File: src/rtl/bus_rr_arbiter.sv
// Round-robin arbiter for three bus masters with registered one-hot grants,
// an owner index for the bus muxes, and a tenure limit against starvation.
module bus_rr_arbiter #(
    parameter int unsigned MAX_HOLD = 16,
    parameter int unsigned CNT_W    = 8
) (
    input  logic             clk,
    input  logic             reset_n,
    input  logic [2:0]       m_req,
    output logic [2:0]       m_grant,
    output logic [1:0]       m_sel,
    output logic             bus_busy,
    output logic [CNT_W-1:0] hold_cnt
);

    localparam logic [0:0] ST_IDLE = 1'b0;
    localparam logic [0:0] ST_OWN  = 1'b1;

    localparam logic [CNT_W-1:0] HOLD_LAST = CNT_W'(MAX_HOLD - 1);
    localparam logic [CNT_W-1:0] HOLD_ONE  = {{(CNT_W-1){1'b0}}, 1'b1};

    logic [0:0]       state_r, state_s;
    logic [2:0]       grant_r, grant_s;
    logic [1:0]       sel_r, sel_s;
    logic [1:0]       last_r, last_s;
    logic [CNT_W-1:0] hold_r, hold_s;
    logic             busy_r, busy_s;
    logic [2:0]       pick_any_s;
    logic [2:0]       pick_oth_s;

    function automatic logic [1:0] rr_next(input logic [1:0] idx);
        logic [1:0] nxt;
        case (idx)
            2'd0:    nxt = 2'd1;
            2'd1:    nxt = 2'd2;
            default: nxt = 2'd0;
        endcase
        return nxt;
    endfunction

    function automatic logic [2:0] to_onehot(input logic [1:0] idx);
        logic [2:0] oh;
        case (idx)
            2'd0:    oh = 3'b001;
            2'd1:    oh = 3'b010;
            2'd2:    oh = 3'b100;
            default: oh = 3'b000;
        endcase
        return oh;
    endfunction

    // Returns {found, index}; skip_last drops the previous owner from the search.
    function automatic logic [2:0] rr_pick(input logic [2:0] req, input logic [1:0] last,
                                           input logic skip_last);
        logic [1:0] c1;
        logic [1:0] c2;
        logic [2:0] res;
        c1 = rr_next(last);
        c2 = rr_next(c1);
        if (req[c1]) begin
            res = {1'b1, c1};
        end else if (req[c2]) begin
            res = {1'b1, c2};
        end else if (!skip_last && req[last]) begin
            res = {1'b1, last};
        end else begin
            res = 3'b000;
        end
        return res;
    endfunction

    assign pick_any_s = rr_pick(m_req, last_r, 1'b0);
    assign pick_oth_s = rr_pick(m_req, last_r, 1'b1);

    // Next-state arbitration: grant, tenure, handover and preemption.
    always_comb begin
        state_s = state_r;
        grant_s = grant_r;
        sel_s   = sel_r;
        last_s  = last_r;
        hold_s  = hold_r;
        case (state_r)
            ST_IDLE: begin
                if (pick_any_s[2]) begin
                    state_s = ST_OWN;
                    grant_s = to_onehot(pick_any_s[1:0]);
                    sel_s   = pick_any_s[1:0];
                    last_s  = pick_any_s[1:0];
                    hold_s  = {CNT_W{1'b0}};
                end else begin
                    state_s = ST_IDLE;
                    grant_s = 3'b000;
                    sel_s   = 2'd0;
                    hold_s  = {CNT_W{1'b0}};
                end
            end
            ST_OWN: begin
                if (m_req[sel_r]) begin
                    if (hold_r < HOLD_LAST) begin
                        hold_s = hold_r + HOLD_ONE;
                    end else if (pick_oth_s[2]) begin
                        grant_s = to_onehot(pick_oth_s[1:0]);
                        sel_s   = pick_oth_s[1:0];
                        last_s  = pick_oth_s[1:0];
                        hold_s  = {CNT_W{1'b0}};
                    end else begin
                        hold_s = HOLD_LAST;
                    end
                end else if (pick_any_s[2]) begin
                    // Owner released; its own req is low so it cannot win again here.
                    grant_s = to_onehot(pick_any_s[1:0]);
                    sel_s   = pick_any_s[1:0];
                    last_s  = pick_any_s[1:0];
                    hold_s  = {CNT_W{1'b0}};
                end else begin
                    state_s = ST_IDLE;
                    grant_s = 3'b000;
                    sel_s   = 2'd0;
                    hold_s  = {CNT_W{1'b0}};
                end
            end
            default: begin
                state_s = ST_IDLE;
                grant_s = 3'b000;
                sel_s   = 2'd0;
                last_s  = 2'd2;
                hold_s  = {CNT_W{1'b0}};
            end
        endcase
        busy_s = |grant_s;
    end

    // State and output registers; reset clears the grant immediately.
    always_ff @(posedge clk or negedge reset_n) begin
        if (!reset_n) begin
            state_r <= ST_IDLE;
            grant_r <= 3'b000;
            sel_r   <= 2'd0;
            last_r  <= 2'd2;
            hold_r  <= {CNT_W{1'b0}};
            busy_r  <= 1'b0;
        end else begin
            state_r <= state_s;
            grant_r <= grant_s;
            sel_r   <= sel_s;
            last_r  <= last_s;
            hold_r  <= hold_s;
            busy_r  <= busy_s;
        end
    end

    assign m_grant  = grant_r;
    assign m_sel    = sel_r;
    assign bus_busy = busy_r;
    assign hold_cnt = hold_r;

endmodule

File: config.mk
export PLATFORM = sky130hd
export DESIGN_NAME = bus_rr_arbiter
export DESIGN_NICKNAME = d
export VERILOG_FILES = /design/src/rtl/bus_rr_arbiter.sv
export SDC_FILE = /design/constraint.sdc
export NUM_CORES = 1
export LEC_CHECK = 0
export CORE_MARGIN = 1.5
export CORE_UTILIZATION = 44
export CTS_BUF_LIST = sky130_fd_sc_hd__clkbuf_16
export DETAILED_ROUTE_END_ITERATION = 10
export GPL_TIMING_DRIVEN = 0
export PLACE_DENSITY_LB_ADDON = 0.05
export SLEW_MARGIN = 5
export SYNTH_ARGS = -nofsm -noshare
export SYNTH_HDL_FRONTEND = slang
export SYNTH_SLANG_ARGS = --single-unit
export TNS_END_PERCENT = 1
File: constraint.sdc
create_clock -name clk -period 1.69 [get_ports clk]
set_input_delay 0.338 -clock clk [delete_from_list [all_inputs] [get_ports clk]]
set_output_delay 0.338 -clock clk [all_outputs]
set_load 0.01 [all_outputs]
# Word-level counts from Yosys, hierarchy flattened
# Cells that the tools add are included.
# totals
register_bits	17
in_bits	5
output_inout_bits	14
elab_cells	64
# op_classes
n_addsub	1
bitwise	1
eq_ne	8
n_mux	37
magnitude_cmp	5
n_reduce_logical	6
# op_table
operator	count
two-way mux 3 bit	9
case mux 3 bit (3 select lines)	2
two-way mux 8 bit	2
case mux 2 bit (2 select lines)	4
case mux 8 bit (2 select lines)	1
less-than comparator 2 x 3 -> 1 bit, second input constant	4
two-way mux 2 bit	6
adder 8 x 1 -> 8 bit, second input constant	1
binary-select mux 1 bit (select 2 bit)	4
== test 2 x 1 -> 1 bit, second input constant	4
zero test 2 bit	4
less-than comparator 8 x 4 -> 1 bit, second input constant	1
two-way mux 1 bit	6
!= test 3 bit, second input constant	2
case mux 3 bit (2 select lines)	1
== test 2 bit, second input constant	2
two-way mux 4 bit	1
OR reduction 3 bit	1
case mux 1 bit (2 select lines)	1
AND reduction 2 bit	1
NOT 1 bit	1

# Logic depth before layout (Yosys ltp)
# logic_depth
ltp_word	15
mapped_depth	6

# Worst setup path before layout
# Ideal clock, no wire load.
# synth_path
path_kind	reg-to-reg
startpoint	register hold_r[7], in the netlist hold_cnt[7]
endpoint	register busy_r, in the netlist bus_busy
t_arrival_ns	1.773
path_buffers	0
period_less_slack_ns	1.900
required_ns	1.564
setup_slack_ns	-0.210
stages_incl_launch_ff	6
cell_sequence	dfrtp_1 or4_4 a31oi_4 a21oi_1 a211o_1 a221o_1
# synth_via
elab_chain_cells	5
# synth_rtl
element	line_no	text
start, declared	26	logic [CNT_W-1:0] hold_r, hold_s;
start signal, assigned	140	hold_r <= {CNT_W{1'b0}};
start signal, assigned	147	hold_r <= hold_s;
less-than comparator 8 x 4 -> 1 bit	99	if (hold_r < HOLD_LAST) begin
two-way mux 3 bit	99	
two-way mux 3 bit	98	if (m_req[sel_r]) begin
case mux 3 bit (2 select lines)	82	case (state_r)
OR reduction 3 bit	130	busy_s = |grant_s;
named net busy_s	27	logic busy_r, busy_s;
end signal, assigned	148	busy_r <= busy_s;
end, declared	27	
# The timed path passes the listed nets, and every way through them passes these cells.
# A chain may end at the register's enable or synchronous reset.

# Worst setup path after layout
# layout_path
startpoint	register last_r[0]
endpoint	register busy_r, in the netlist bus_busy
# layout_via
elab_chain_cells	15
word_cells_on_any_way	31
classes_between	6 x eq/ne; 20 x mux; 5 x reduce/logical
# layout_rtl
element	line_no	text
start, declared	25	logic [1:0] last_r, last_s;
start signal, assigned	146	last_r <= last_s;
== test 2 x 1 -> 1 bit / zero test 2 bit (equally long branches)	33	case (idx)
case mux 2 bit (2 select lines)	33	
== test 2 x 1 -> 1 bit / zero test 2 bit (equally long branches)	33	
case mux 2 bit (2 select lines)	33	
binary-select mux 1 bit (select 2 bit)	62	end else if (req[c2]) begin
two-way mux 1 bit (implied by the code)	62	
two-way mux 3 bit	62	
two-way mux 3 bit	60	if (req[c1]) begin
== test 2 bit, or another cell as far along	43	case (idx)
case mux 3 bit (3 select lines)	43	
two-way mux 3 bit	101	end else if (pick_oth_s[2]) begin
two-way mux 3 bit	99	
two-way mux 3 bit	98	
case mux 3 bit (2 select lines) (*)	82	
OR reduction 3 bit (*)	130	
named net busy_s	27	
# The timed path passes the listed nets; every way through them passes the cells marked *. The select of a mux whose other input is x is not followed.

==> results by group <==
Drt
  – Total Routed Length: 2.011 mm
  – Iteration count of the initial detailed-routing pass: 4
  – Post-DRT Antenna Nets: 0
  – Vias per inst: 5.301
  – Initial drt markers: 7
  – Wire length per cell: around 14 um
  – DRC: 0
  – Via count: between 700 and 800

Timing
  – Worst slew pin tran: 0.7373 ns
  – Setup ws final: -0.2446 ns
  – Final Hold Fails: 0
  – Period Utilization, post-route: 114.5%
  – Hold slack: ~0.53 ns
  – Max Freq: 516.9 MHz
  – Setup TNS: -1.685 ns
  – RSZ-0062 raised after global routing: yes
  – Slew headroom: 50.69%
  – Final Slew Violations: 0
  – Clock skew: 0.001622 ns
  – Final setup fails: 12
  – Final min period: 1.935 ns

Power
  – Internal: between 1 and 1.5 mW
  – Net Sw Power: 0.7771 mW
  – Combinational Power Share: 49.0%
  – Pwr/cell area: ~1800 nW/um^2
  – Pleak: 0.5799 nW
  – VDD IR max: 1.221 mV
  – Sequential group share of total power: 29.9%
  – Sw frac: a little over a third
  – Clock power frac: between 20% and 30%

Synth
  – Synth warn: 0
  – Top cell type's share of synthesized area: 45.98%
  – Post-Syn Area per Cell: 10.49 sq um
  – EDFF count, synth: 0
  – Async SR Flop Fraction: between 90% and 100%
  – Most instantiated cells after synthesis: 16 x dfrtp_1, 10 x a21oi_1, 6 x nand2_1, 6 x o21ai_0, 4 x nor2_1
  – Top-count cell post-synth: dfrtp_1
  – Register area share after synthesis: 48.99%
  – Top post-synthesis cells by area: dfrtp_1 46%, a21oi_1 5.7%, o21ai_0 3.4%
  – Mapped Area: around 870 sq um
  – Largest area contributor in the synthesized netlist: dfrtp_1
  – Yosys reg bits: 17
  – Mapped Cells: 83
  – Distinct cells, synth: 37
  – Ys flop type: dfrtp_1

Floorplan
  – Cell Rows: 15
  – Die area: 2255 sq um
  – Num ports: 19
  – Core ar.: ~1800 sq um
  – Die Y: 47.49 um
  – Die Wd: 47.49 um
  – Initial Utilization: between 40% and 50%

Cells and area
  – Area grow syn2layout: 45.40%
  – Filler cells: 143
  – Design Area, Final: roughly 1300 sq um
  – Fin cells: 143
  – Antenna Cells: 0
  – Layout Nets: 125
  – Share of post-route cells with drive strength above 1: 24.58%

Status
  – Failing checks: setup timing
  – Outcome: complete, but fails checks

Place
  – IO Port Bufs: 17
  – DP Worst Slack: -0.6221 ns
  – Placed insts: 128
  – Routability Congestion: roughly 0.8
  – Area after DPL: 1084 sq um
  – HPWL after DPL: 1.245 mm

Global route
  – GR Overflow Total: 0
  – Initial antenna violation count: 0
  – Vias in the first global route: approximately 660
  – All-Layer GR Usage: 18.84%
  – Largest net degree at the start of global routing: 18
  – First-pass GRT wire length: between 2 and 3 mm

Worst setup path
  – Slowest stage cell, crit path: a221o_2
  – Kind of critical path: reg2reg
  – Max incr delay on CP: approximately 0.40 ns
  – CP Capture Type: flop
  – CP required: 1.82 ns
  – CP cell instances: buf_6, nand2b_4, and2_4, a221o_2, buf_4, and2_4, a221o_1
  – Worst Path Max Fanout: 4
  – Startpoint types: flop
  – Critical Path AT: 2.07 ns
  – Worst path most repeated cell: and2_4

CTS
  – CTS tree: yes
  – CTS Sinks: 17
  – Clock Tree Root: clkbuf_16
  – Number of buffers created by CTS: 3
  – CTS HTree Levels: 1
  – CTS max path bufs: 2
  – Hold buffers post-CTS: 0
  – Worst skew pair latency: 0.25 ns
  – Clock transition at path regs: 0.05 ns

Min path
  – Hold WC Path Type: in2async

Job
  – Maxcap violations: 0
## final cells by class
| class | count | area, sq um | share of cell area (%) |
|---|---|---|---|
| multi-input combinational | 63 | 440.4 | 34.78 |
| timing repair buffer | 28 | 254.0 | 20.06 |
| clock buffer | 3 | 75.07 | 5.929 |
| sequential | 17 | 426.7 | 33.70 |
| clock inverter | 1 | 5.005 | 0.3953 |
| tap | 25 | 31.28 | 2.470 |
| inverter | 3 | 11.26 | 0.8893 |
| buffer | 3 | 22.52 | 1.779 |
## kinds of logic after synthesis
group / Yosys count / share of synthesized area [%]
compound gates: 33 / 26.73
xor+xnor: 2 / 2.012
fa+ha+maj: 1 / 1.437
buf+inv: 6 / 3.448
flops: 17 / 48.99
mux: 3 / 3.592
other cells: 1 / 0.4306
simple gates: 20 / 13.36
## critical path: cells and delay by family, from the launching register on
kind	cells	cell delay, ns
AOI/OAI and AO/OA	2	0.73
buffers and inverters	2	0.27
DFF	1	0.38
and+or+nand+nor	3	0.44
## layout by cell type, fill, tap and decap left out, types with 2 or more instances in the layout
master            n
nand2_1           6
o21ai_0           6
conb_1            4
and2_4            2
nor2_1            4
dfrtp_1          16
dlygate4sd2_1     2
clkdlybuf4s50_1  15
a21o_1            3
a211o_1           3
clkbuf_16         3
buf_6             2
a21oi_1           9
buf_4            10
nor2b_1           2
inv_1             3
## power groups by stage
stage	clock, mW	sequential (mW)	combinational [mW]
5_1_grt	0.503	0.691	1.19
6_report	0.474	0.670	1.10
4_1_cts	0.481	0.668	1.00
3_3_place_gp	0	0.665	0.889
2_1_floorplan	0	0.705	0.529
3_5_place_dp	0	0.670	0.896
## state kept, by name, indices dropped and copies added (netlist names)
signal	flops
m_sel	2
bus_busy	1
m_grant	3
state_r	1
last_r	2
hold_cnt	8
## routing by layer
layer	GRT usage (%)	vias up	share of wire, %
li1	-	369	-
met1	25.06	361	46
met2	28.38	22	47
met3	7.170	6	4.8
met4	6.111	0	1.6
met5	0	-	0
## final timing paths
check | startpoint | to | slack (ns) | depth (start not counted)
worst max-delay path | last_r[0] | bus_busy | -0.24 | 7
worst min-delay path | reset_n | m_grant[0] | 0.53 | 1
worst max register to register | last_r[0] | bus_busy | -0.24 | 7
worst min register to register | hold_cnt[0] | hold_cnt[0] | 0.54 | 1
max in group asynchronous | reset_n | hold_cnt[6] | 0.70 | 1
min in group clk | m_req[0] | m_grant[0] | 0.53 | 3
## what timing repair did
item                       4_1_cts  5_1_grt
setup endpoints to repair       12       12
pin swaps                        5        6
buffers inserted                 7        4
gates resized for setup          7        2
## per-stage QoR
step,power [mW],util [%]
after floorplan,1.234,-
after global placement,1.554,60.77
after detailed placement,1.566,60.77
after CTS,2.150,68.91
after global routing,2.380,71.02
final,2.242,71.02
No activity file was read; power rests on OpenSTA's default activity.
